$ cat src/rtl/hack_ram_arbiter_if.sv
// rtl/hack_ram_arbiter_if.sv - CPU/video/RAM signal bundle for the Hack data RAM arbiter
// slave = arbiter side, master = requester/RAM side.
interface hack_ram_arbiter_if #(
  parameter int AW = 14,
  parameter int DW = 16
);
  logic          cpu_req;
  logic          cpu_we;
  logic [AW-1:0] cpu_addr;
  logic [DW-1:0] cpu_wdata;
  logic          cpu_ack;
  logic [DW-1:0] cpu_rdata;
  logic          cpu_rvalid;

  logic          vid_req;
  logic [AW-1:0] vid_addr;
  logic          vid_ack;
  logic [DW-1:0] vid_rdata;
  logic          vid_rvalid;

  logic [AW-1:0] ram_address;
  logic [DW-1:0] ram_in;
  logic          ram_load;
  logic [DW-1:0] ram_out;

  modport slave (
    input  cpu_req, cpu_we, cpu_addr, cpu_wdata, vid_req, vid_addr, ram_out,
    output cpu_ack, cpu_rdata, cpu_rvalid, vid_ack, vid_rdata, vid_rvalid,
    output ram_address, ram_in, ram_load
  );

  modport master (
    output cpu_req, cpu_we, cpu_addr, cpu_wdata, vid_req, vid_addr, ram_out,
    input  cpu_ack, cpu_rdata, cpu_rvalid, vid_ack, vid_rdata, vid_rvalid,
    input  ram_address, ram_in, ram_load
  );
endinterface

$ cat src/rtl/hack_ram_arbiter.sv
// rtl/hack_ram_arbiter.sv - single-port data RAM arbiter between Hack CPU and video scanout
// Build option CPU_PRIORITY_EN: CPU wins ties, video forced in after MAX_WAIT refused cycles.
module hack_ram_arbiter #(
  parameter int AW = 14,
  parameter int DW = 16
`ifdef CPU_PRIORITY_EN
  , parameter int MAX_WAIT = 8
`endif
) (
  input  logic              clk,
  input  logic              reset_n,
  hack_ram_arbiter_if.slave bus
);

  logic          cpu_win;
  logic [AW-1:0] grant_addr;
  logic          cpu_pend;
  logic          vid_pend;
  logic          cpu_rvalid_q;
  logic          vid_rvalid_q;
  logic [DW-1:0] cpu_rdata_q;
  logic [DW-1:0] vid_rdata_q;

`ifdef CPU_PRIORITY_EN
  localparam int WW = $clog2(MAX_WAIT + 1);
  logic [WW-1:0] wait_cnt;
  logic          vid_starved;
  assign vid_starved = (wait_cnt == WW'(MAX_WAIT));
`else
  typedef enum logic {GRANT_CPU, GRANT_VID} grant_t;
  grant_t last_grant;
`endif

  // Video only gets the RAM when the CPU is not the winner, so the acks are exclusive.
  always_comb begin
    cpu_win = bus.cpu_req;
    if (bus.cpu_req && bus.vid_req) begin
`ifdef CPU_PRIORITY_EN
      cpu_win = !vid_starved;
`else
      cpu_win = (last_grant == GRANT_VID);
`endif
    end
  end

  assign bus.cpu_ack     = cpu_win;
  assign bus.vid_ack     = bus.vid_req & ~cpu_win;
  assign grant_addr      = bus.vid_ack ? bus.vid_addr : bus.cpu_addr;
  assign bus.ram_address = grant_addr;
  assign bus.ram_in      = bus.cpu_wdata;
  assign bus.ram_load    = bus.cpu_ack & bus.cpu_we;

  assign bus.cpu_rdata   = cpu_rdata_q;
  assign bus.vid_rdata   = vid_rdata_q;
  assign bus.cpu_rvalid  = cpu_rvalid_q;
  assign bus.vid_rvalid  = vid_rvalid_q;

  always_ff @(posedge clk or negedge reset_n) begin
    if (!reset_n) begin
      cpu_pend     <= 1'b0;
      vid_pend     <= 1'b0;
      cpu_rvalid_q <= 1'b0;
      vid_rvalid_q <= 1'b0;
      cpu_rdata_q  <= '0;
      vid_rdata_q  <= '0;
`ifdef CPU_PRIORITY_EN
      wait_cnt     <= '0;
`else
      last_grant   <= GRANT_VID;
`endif
    end else begin
      // ram_out is valid the cycle after the address was sampled.
      cpu_pend     <= bus.cpu_ack & ~bus.cpu_we;
      vid_pend     <= bus.vid_ack;
      cpu_rvalid_q <= cpu_pend;
      vid_rvalid_q <= vid_pend;
      if (cpu_pend) cpu_rdata_q <= bus.ram_out;
      if (vid_pend) vid_rdata_q <= bus.ram_out;
`ifdef CPU_PRIORITY_EN
      if (bus.vid_ack || !bus.vid_req) wait_cnt <= '0;
      else if (!vid_starved)           wait_cnt <= wait_cnt + 1'b1;
`else
      if (bus.cpu_ack)      last_grant <= GRANT_CPU;
      else if (bus.vid_ack) last_grant <= GRANT_VID;
`endif
    end
  end

endmodule

$ cat src/flat_wrapper.sv
// flat-port wrapper written by rule: the top's interface ports become plain ports
module hack_ram_arbiter_flat 
#(
  parameter int AW = 14,
  parameter int DW = 16

)
  (clk, reset_n, bus_cpu_req, bus_cpu_we, bus_cpu_addr, bus_cpu_wdata, bus_vid_req, bus_vid_addr, bus_ram_out, bus_cpu_ack, bus_cpu_rdata, bus_cpu_rvalid, bus_vid_ack, bus_vid_rdata, bus_vid_rvalid, bus_ram_address, bus_ram_in, bus_ram_load);
  hack_ram_arbiter_if #(.AW(AW), .DW(DW)) bus_i ();
  input  logic clk;
  input  logic reset_n;
  input wire logic [$bits(bus_i.cpu_req)-1:0] bus_cpu_req;
  input wire logic [$bits(bus_i.cpu_we)-1:0] bus_cpu_we;
  input wire logic [$bits(bus_i.cpu_addr)-1:0] bus_cpu_addr;
  input wire logic [$bits(bus_i.cpu_wdata)-1:0] bus_cpu_wdata;
  input wire logic [$bits(bus_i.vid_req)-1:0] bus_vid_req;
  input wire logic [$bits(bus_i.vid_addr)-1:0] bus_vid_addr;
  input wire logic [$bits(bus_i.ram_out)-1:0] bus_ram_out;
  output wire logic [$bits(bus_i.cpu_ack)-1:0] bus_cpu_ack;
  output wire logic [$bits(bus_i.cpu_rdata)-1:0] bus_cpu_rdata;
  output wire logic [$bits(bus_i.cpu_rvalid)-1:0] bus_cpu_rvalid;
  output wire logic [$bits(bus_i.vid_ack)-1:0] bus_vid_ack;
  output wire logic [$bits(bus_i.vid_rdata)-1:0] bus_vid_rdata;
  output wire logic [$bits(bus_i.vid_rvalid)-1:0] bus_vid_rvalid;
  output wire logic [$bits(bus_i.ram_address)-1:0] bus_ram_address;
  output wire logic [$bits(bus_i.ram_in)-1:0] bus_ram_in;
  output wire logic [$bits(bus_i.ram_load)-1:0] bus_ram_load;
  assign bus_i.cpu_req = bus_cpu_req;
  assign bus_i.cpu_we = bus_cpu_we;
  assign bus_i.cpu_addr = bus_cpu_addr;
  assign bus_i.cpu_wdata = bus_cpu_wdata;
  assign bus_i.vid_req = bus_vid_req;
  assign bus_i.vid_addr = bus_vid_addr;
  assign bus_i.ram_out = bus_ram_out;
  assign bus_cpu_ack = bus_i.cpu_ack;
  assign bus_cpu_rdata = bus_i.cpu_rdata;
  assign bus_cpu_rvalid = bus_i.cpu_rvalid;
  assign bus_vid_ack = bus_i.vid_ack;
  assign bus_vid_rdata = bus_i.vid_rdata;
  assign bus_vid_rvalid = bus_i.vid_rvalid;
  assign bus_ram_address = bus_i.ram_address;
  assign bus_ram_in = bus_i.ram_in;
  assign bus_ram_load = bus_i.ram_load;
  hack_ram_arbiter #(.AW(AW), .DW(DW)) u_core (.clk(clk), .reset_n(reset_n), .bus(bus_i));
endmodule
$ cat config.mk
export PLATFORM = sky130hd
export DESIGN_NAME = hack_ram_arbiter_flat
export DESIGN_NICKNAME = d
export VERILOG_FILES = /design/src/rtl/hack_ram_arbiter_if.sv /design/src/rtl/hack_ram_arbiter.sv /design/src/flat_wrapper.sv
export SDC_FILE = /design/constraint.sdc
export NUM_CORES = 1
export LEC_CHECK = 0
export BUFFER_PORTS_ARGS = -buffer_cell sky130_fd_sc_hd__buf_2
export CAP_MARGIN = 20
export CORE_ASPECT_RATIO = 0.9
export CORE_MARGIN = 2
export CORE_UTILIZATION = 39
export DETAILED_ROUTE_END_ITERATION = 10
export GPL_TIMING_DRIVEN = 0
export PLACE_DENSITY = 0.79
export SYNTH_ARGS = -nofsm -noshare
export SYNTH_HDL_FRONTEND = slang
export SYNTH_SLANG_ARGS = --single-unit
export TNS_END_PERCENT = 50
$ cat constraint.sdc
create_clock -name clk -period 1.4 [get_ports clk]
set_input_delay 0.14 -clock clk [delete_from_list [all_inputs] [get_ports clk]]
set_output_delay 0.14 -clock clk [all_outputs]
set_load 0.01 [all_outputs]
==> out/results.tsv, run 1 <==
stage	metric	value	unit
setup_path	CP max stage cell	dfstp_2	
place	dpl hpwl	3.123	mm
final_layout	Non-Filler Instances	288	
global_route	global route total overflow	0	
synth	FFs w/ async S/R, synth	100.0	%
setup_path	crit start category	flip-flop	
synth	Seq/Total Area, Yosys	54.61	%
power	Switch Pwr	826.9	µW
place	gpl congestion	0.7397	
global_route	largest net degree at the start of global routing	38	
clocking	Root Buffer Master	clkbuf_8	
outcome	status	complete, but fails checks	
synth	Syn Nets	178	
power	clock share of power	23.4	%
timing	crit share post-route	116.3	%
synth	Post-synth EDFFs	0	
route	via count	1339	
synth	Synth top area share	53.06	%
timing	Slew @ Worst Pin	797.7	ps
timing	setup ws final	-228.5	ps
synth	leading area contributor after synthesis	dfrtp_1	
timing	skew final	3.659	ps
setup_path	Worst path top cell family by delay	flip-flops	
setup_path	Req. time, crit path	1260	ps
synth	Area contributors post-synth	dfrtp_1, mux2_2, mux2_4	
synth	Mean Syn Cell Area	15.03	µm²
final_layout	Design Area, Final	2585	µm²
power	Reg power frac	45.3	%
hold_path	hold crit path type	input port to flip-flop	
setup_path	CP max stage delay	560	ps
global_route	GRT Overall Usage	17.47	%
power	Pwr per Cell Area	1143	nW/µm²
global_route	initial antenna violation count	0	
power	peak supply drop	0.4503	mV
final_layout	ANT cells	0	
route	wirelength, routed	4.111	mm
clocking	Clock Latency Late Sink	270	ps
timing	total negative slack	-3161	ps
floorplan	I/O pin total	132	
place	Placed Instance Area	2333	µm²
power	LEAKAGE	1.359	nW
route	DRC Markers	0	
clocking	CTS tree	done	
route	Vias/cell	4.649	
power	Logic pwr share	31.3	%
clocking	Clock Path Buffers	2	
final_layout	filler cell count	325	
timing	Hold Vio Cnt, Final	0	
synth	Syn. warnings	0	
setup_path	CP bufs+invs	2	
route	antenna-violating nets left	0	
job	max cap viols	0	
floorplan	die height	66.60	µm
timing	Fmax	614.1	MHz
route	Routed wire per std cell	14.27	µm
power	internal power	2.129	mW
floorplan	Row Count	22	
hold_path	min-delay src	bus_cpu_we	
synth	Primary FF master, synth	dfrtp_1	
setup_path	worst-path maximum fanout	10	
power	Tot Pwr	2.956	mW
global_route	vias in the first global route	1401	
synth	Synth cell types	12	
timing	Slew Viols, Final	0	
synth	Post-synth top cells	mux2_2, dfrtp_1, buf_4, mux2_4, buf_2	
clocking	number of buffers created by CTS	5	
floorplan	Die X	73.55	µm
floorplan	total core area	4129	µm²
timing	final worst path period need	1628	ps
power	switching portion of total power	27.98	%
global_route	first-pass GRT wire length	6.396	mm
clocking	Reg clk slew, reported paths	70	ps
route	DRT iter0 DRCs	33	
setup_path	r2r startpoint	u_core.vid_pend$_DFF_PN0_	
setup_path	Worst setup startpoint	u_core.last_grant$_DFFE_PN1P_	
synth	flops & latches, synth	37	
timing	unrepaired setup endpoints after global routing	yes	
final_layout	layout cells sized above 1	82.08	%
final_layout	NumNets Final	304	
synth	Post-Synthesis Cell Area	1698	µm²
setup_path	Crit Path Class	flip-flop to output pin	
synth	Syn Inst Count	113	
floorplan	area of the die	4898	µm²
route	Initial DRT Pass Iterations	2	
outcome	failing checks	setup timing	
setup_path	CP Cell Sequence	a21boi_4, buf_12, mux2_4, buf_6	
clocking	H-tree Lvls	2	
place	PortBufs	115	
synth	most common cell in the netlist	mux2_2	
setup_path	critical path endpoint category	output pin	
floorplan	initial core utilization	41.12	%
timing	Slew headroom	46.82	%
clocking	TritonCTS Sinks	37	
setup_path	Worst EP arrival	1490	ps
final_layout	area delta synth->final	52.25	%
place	Inst Count DP	276	
timing	Final setup viols	16	
-- per-stage QoR --
| stage | hold WS, ps | setup slack (ps) | util (%) |
|---|---|---|---|
| after floorplan | -155.6 | 154.5 | - |
| after global placement | 263.0 | -5.026 | 56.52 |
| after detailed placement | 274.4 | -10.53 | 56.52 |
| after CTS | 12.83 | -235.5 | 62.00 |
| after global routing | 20.69 | -283.1 | 62.61 |
| final | 24.27 | -228.5 | 62.61 |
-- metal layers --
layer | share of wire (%) | global-route usage (%)
met2 | 53 | 32.70
met4 | 1.6 | 5.909
met1 | 35 | 17.68
met5 | 0 | 0
met3 | 10 | 6.354
-- power by group through the flow --
stage	sequential, mW	clock (mW)	combinational [mW]
global placement	1.35	0	0.819
global route	1.36	0.773	1.00
CTS	1.34	0.716	0.921
detailed placement	1.36	0	0.835
floorplan	1.45	0	0.368
finish	1.34	0.692	0.925
-- cell families after synthesis --
family / after synthesis / share of synthesized area [%]
AOI/OAI and AO/OA: 5 / 2.579
buffers and inverters: 24 / 10.10
DFF: 37 / 54.61
muxes: 46 / 32.50
and+or+nand+nor: 1 / 0.2209
-- area by class of cell --
cell class	instances	area [µm²]	area share [%]
flip-flops and latches	37	927.1	35.87
repair buffers	119	714.4	27.64
multi-input cells	52	626.9	24.25
plain buffers	21	162.7	6.292
clock buffers	6	72.57	2.807
well taps	48	60.06	2.323
inverters	3	11.26	0.4356
clock inverters	2	10.01	0.3872
-- timing repair --
action	CTS	global route
hold endpoints to repair	36	0
hold buffers	1	0
resized for setup	16	8
pin swaps	2	1
endpoints found under the setup margin	16	20
buffers inserted	3	0
-- worst paths after layout --
path	slack [ps]	depth (start not counted)	end
min in group asynchronous	500	2	u_core.bus.cpu_rdata[0]$_DFFE_PN0P_
worst min register to register	370	0	u_core.bus.cpu_rvalid$_DFF_PN0_
worst max register to register	100	3	u_core.bus.vid_rdata[12]$_DFFE_PN0P_
worst min-delay path	20	2	u_core.cpu_pend$_DFF_PN0_
max in group asynchronous	390	2	u_core.bus.vid_rdata[10]$_DFFE_PN0P_
worst max-delay path	-230	4	bus_ram_address[10]
-- state kept, by name, indices dropped and copies added (netlist names) --
name / cells
u_core.cpu_pend: 1
u_core.bus.cpu_rdata: 16
u_core.bus.vid_rvalid: 1
u_core.last_grant: 1
u_core.bus.cpu_rvalid: 1
u_core.bus.vid_rdata: 16
u_core.vid_pend: 1
-- cell usage in the layout, fill, tap and decap left out, drive strengths merged --
cell type    netlist  layout
mux2              46      46
inv                3       3
a211oi             2       2
buf               21     138
dfrtp             36      36
clkbuf             0       7
dfstp              1       1
nor2               1       1
dlygate4sd3        0       1
a21boi             1       1
a21oi              2       2
clkinv             0       2
Note: power is estimated with default switching activity, not from simulation.
==> run 2, diff against run 1 <==
--- a/config.mk
+++ b/config.mk
@@ -5,14 +5,16 @@
 export SDC_FILE = /design/constraint.sdc
 export NUM_CORES = 1
 export LEC_CHECK = 0
+export ABC_AREA = 1
 export BUFFER_PORTS_ARGS = -buffer_cell sky130_fd_sc_hd__buf_2
 export CAP_MARGIN = 20
 export CORE_ASPECT_RATIO = 0.9
 export CORE_MARGIN = 2
-export CORE_UTILIZATION = 39
+export CORE_UTILIZATION = 40
 export DETAILED_ROUTE_END_ITERATION = 10
 export GPL_TIMING_DRIVEN = 0
-export PLACE_DENSITY = 0.79
+export PLACE_DENSITY = 0.8
+export SLEW_MARGIN = 30
 export SYNTH_ARGS = -nofsm -noshare
 export SYNTH_HDL_FRONTEND = slang
 export SYNTH_SLANG_ARGS = --single-unit
==> constraint.sdc (replaced) <==
create_clock -name clk -period 1.4 [get_ports clk]
set_input_delay 0.14 -clock clk [delete_from_list [all_inputs] [get_ports clk]]
set_output_delay 0.14 -clock clk [all_outputs]
set_load 0.05 [all_outputs]
==> run 2 against run 1 <==
Wire length up 5.5%. Clock skew up 2.5 ps. Combinational power up 63%. The run still ends with setup timing left. Sequential cell count unchanged. Register-to-register slack better by 250 ps. Sequential power down 3%. Design area up 4.0%. Critical path depth up 1.
==> out/results.tsv, run 2 <==
stage	metric	value	unit	change
global_route	first-pass GRT wire length	7.224	mm	was 6.396 mm
route	Vias/cell	4.484		was 4.649
synth	Syn Nets	274		was 178
setup_path	Worst path top cell family by delay	flip-flops		unchanged
hold_path	hold path depth	2		unchanged
clocking	Root Buffer Master	clkbuf_8		unchanged
setup_path	crit start category	flip-flop		unchanged
setup_path	CP max stage delay	580	ps	was 560 ps
clocking	Clock Latency Late Sink	280	ps	was 270 ps
timing	skew final	6.109	ps	was 3.659 ps
outcome	failing checks	setup timing		unchanged
clocking	H-tree Lvls	2		unchanged
setup_path	CP max stage cell	dfstp_2		unchanged
final_layout	footprint of the multi-input gates	550.5	µm²	was 626.9 µm²
power	clock share of power	24.7	%	was 23.4%
setup_path	most used cell, CP	nand2_2		
setup_path	critical path endpoint category	output pin		unchanged
timing	Slew @ Worst Pin	791.1	ps	was 797.7 ps
setup_path	Crit Path Class	flip-flop to output pin		unchanged
final_layout	commonest non-fill, non-tap cell in the layout	buf_2		unchanged
floorplan	initial core utilization	42.13	%	was 41.12%
final_layout	filler cell count	340		was 325
setup_path	CP bufs+invs	2		unchanged
route	DRC Markers	0		unchanged
global_route	global route total overflow	0		unchanged
global_route	initial antenna violation count	0		unchanged
timing	final worst path period need	1583	ps	was 1628 ps
clocking	Reg clk slew, reported paths	60	ps	was 70 ps
synth	Synth cell types	16		was 12
place	PortBufs	115		unchanged
timing	crit share post-route	113.1	%	was 116.3%
place	dpl ws	32.70	ps	was -10.53 ps
power	Tot Pwr	3.741	mW	was 2.956 mW
timing	total negative slack	-2045	ps	was -3161 ps
power	switching portion of total power	40.87	%	was 27.98%
synth	Primary FF master, synth	dfrtp_1		unchanged
route	via count	1713		was 1339
power	Switch Pwr	1.529	mW	was 826.9 µW
route	antenna-violating nets left	0		unchanged
final_layout	layout cells sized above 1	49.70	%	was 82.08%
clocking	CTS tree	done		unchanged
outcome	status	complete, but fails checks		unchanged
synth	Post-synth EDFFs	0		unchanged
setup_path	worst-path maximum fanout	6		was 10
synth	most common cell in the netlist	nand2_1		was mux2_2
route	DRT iter0 DRCs	107		was 33
final_layout	commonest non-fill, non-tap cells in the layout	buf_2, nand2_1, dfrtp_1		was buf_2, dfrtp_1, mux2_2
final_layout	NumNets Final	398		was 304
floorplan	die height	66.35	µm	was 66.60 µm
hold_path	hold crit path type	input port to flip-flop		unchanged
timing	unrepaired setup endpoints after global routing	yes		unchanged
route	Initial DRT Pass Iterations	4		was 2
route	Routed wire per std cell	11.35	µm	was 14.27 µm
place	gpl congestion	0.7800		was 0.7397
global_route	vias in the first global route	1722		was 1401
timing	Final setup viols	16		unchanged
synth	Syn. warnings	0		unchanged
global_route	GRT Overall Usage	19.30	%	was 17.47%
power	internal power	2.212	mW	was 2.129 mW
timing	Hold Vio Cnt, Final	0		unchanged
floorplan	Row Count	22		unchanged
global_route	largest net degree at the start of global routing	38		unchanged
power	peak supply drop	0.6840	mV	was 0.4503 mV
final_layout	area delta synth->final	55.61	%	was 52.25%
place	dpl hpwl	3.355	mm	was 3.123 mm
synth	Seq/Total Area, Yosys	53.66	%	was 54.61%
synth	Area contributors post-synth	dfrtp_1, nand2_1, o21ai_0		was dfrtp_1, mux2_2, mux2_4
floorplan	I/O pin total	132		unchanged
synth	Post-synth top cells	nand2_1, dfrtp_1, inv_1, o21ai_0, buf_4		was mux2_2, dfrtp_1, buf_4, mux2_4, buf_2
synth	Syn Inst Count	209		was 113
final_layout	ANT cells	0		unchanged
setup_path	worst-case reg-to-reg path depth	2		was 3
floorplan	Die X	73.28	µm	was 73.55 µm
route	wirelength, routed	4.337	mm	was 4.111 mm
power	LEAKAGE	1.537	nW	was 1.359 nW
timing	setup ws final	-182.8	ps	was -228.5 ps
synth	Post-Synthesis Cell Area	1728	µm²	was 1698 µm²
synth	Synth top area share	52.14	%	was 53.06%
synth	Mean Syn Cell Area	8.267	µm²	was 15.03 µm²
floorplan	area of the die	4862	µm²	was 4898 µm²
setup_path	Req. time, crit path	1260	ps	about the same
synth	FFs w/ async S/R, synth	100.0	%	unchanged
power	Reg power frac	34.9	%	was 45.3%
setup_path	CP Cell Sequence	a21o_4, buf_6, nand2_2, nand2_2, buf_8		was a21boi_4, buf_12, mux2_4, buf_6
clocking	Clock Path Buffers	2		unchanged
job	max cap viols	0		unchanged
clocking	TritonCTS Sinks	37		unchanged
timing	Slew headroom	47.26	%	was 46.82%
setup_path	total stage count of the critical path	5		was 4
timing	Hold WS	21.85	ps	was 24.27 ps
floorplan	total core area	4101	µm²	was 4129 µm²
final_layout	Storage cell area	927.1	µm²	unchanged
setup_path	Worst EP arrival	1440	ps	was 1490 ps
timing	Slew Viols, Final	0		unchanged
power	Pwr per Cell Area	1391	nW/µm²	was 1143 nW/µm²
clocking	number of buffers created by CTS	5		unchanged
synth	leading area contributor after synthesis	dfrtp_1		unchanged
power	Logic pwr share	40.4	%	was 31.3%
timing	Fmax	631.8	MHz	was 614.1 MHz
synth	flops & latches, synth	37		unchanged
==> run 2: changes by cell type after synthesis, moves of 9 or more <==
cell / previous run / this run
o21ai_0: 0 / 32
nand2_1: 0 / 73
mux2_4: 9 / 0
mux2_2: 37 / 0
inv_1: 3 / 35
==> run 2: final cells by class <==
type,count,share of cell area (%)
Clock inverter,1,1.117
Timing Repair Buffer,117,27.13
Sequential cell,37,34.48
Multi-Input combinational cell,112,20.47
Clock buffer,7,3.211
Tap cell,48,2.234
Buffer,24,6.329
Inverter,36,5.026
==> run 2: power by group through the flow <==
stage / logic [mW] / clock network, mW / registers [mW]
2_1_floorplan: 0.507 / 0 / 1.85
3_3_place_gp: 1.39 / 0 / 1.32
3_5_place_dp: 1.41 / 0 / 1.33
4_1_cts: 1.49 / 0.952 / 1.31
5_1_grt: 1.62 / 0.996 / 1.33
6_report: 1.51 / 0.925 / 1.30
==> run 2: repair_timing <==
action | 4_1_cts | 5_1_grt
pin swaps | 4 | 10
cloned | 1 | 0
hold endpoints to repair | 36 | 0
setup buffers | 0 | 0
gates resized for setup | 39 | 18
setup endpoints to repair | 17 | 17
hold buffers | 1 | 0
==> run 2: worst paths after layout <==
kind | slack, ps | start | to
max | -180 | u_core.last_grant$_DFFE_PN1P_ | bus_ram_address[6]
max reg2reg | 350 | u_core.cpu_pend$_DFF_PN0_ | u_core.bus.cpu_rdata[2]$_DFFE_PN0P_
min | 20 | bus_cpu_we | u_core.cpu_pend$_DFF_PN0_
min in group asynchronous | 480 | reset_n | u_core.bus.vid_rdata[12]$_DFFE_PN0P_
max in group asynchronous | 420 | reset_n | u_core.cpu_pend$_DFF_PN0_
min reg2reg | 450 | u_core.cpu_pend$_DFF_PN0_ | u_core.bus.cpu_rvalid$_DFF_PN0_
==> run 2: layer usage <==
metal | share of wire [%] | global-route usage, % | up-vias
li1 | - | - | 860
met1 | 40 | 21.44 | 756
met2 | 49 | 35.02 | 91
met3 | 9.8 | 6.250 | 6
met4 | 0.97 | 5.324 | 0
met5 | 0 | 0 | -
==> run 2: per-stage QoR <==
step / instance area [µm²] / std cells / utilization (%)
6_report: 2689 / 382 / 65.56
5_1_grt: 2689 / 382 / 65.56
4_1_cts: 2631 / 382 / 64.16
3_5_place_dp: 2379 / 372 / 57.99
3_3_place_gp: 2379 / 372 / 57.99
2_1_floorplan: 1743 / 209 / -
==> run 2: cells by family (layout without fill, tap and decap cells) <==
group                  after synthesis  after routing  synth area share (%)
AOI/OAI and AO/OA                   36             36                 12.02
buffers and inverters               60            185                 17.67
DFF                                 37             37                 53.66
and+or+nand+nor                     76             76                 16.65
==> run 2: worst register-to-register path, cell delays in order, from the launching register on <==
cell	delay (ps)
dfrtp_1	400
clkbuf_1	360
o21ai_0	160
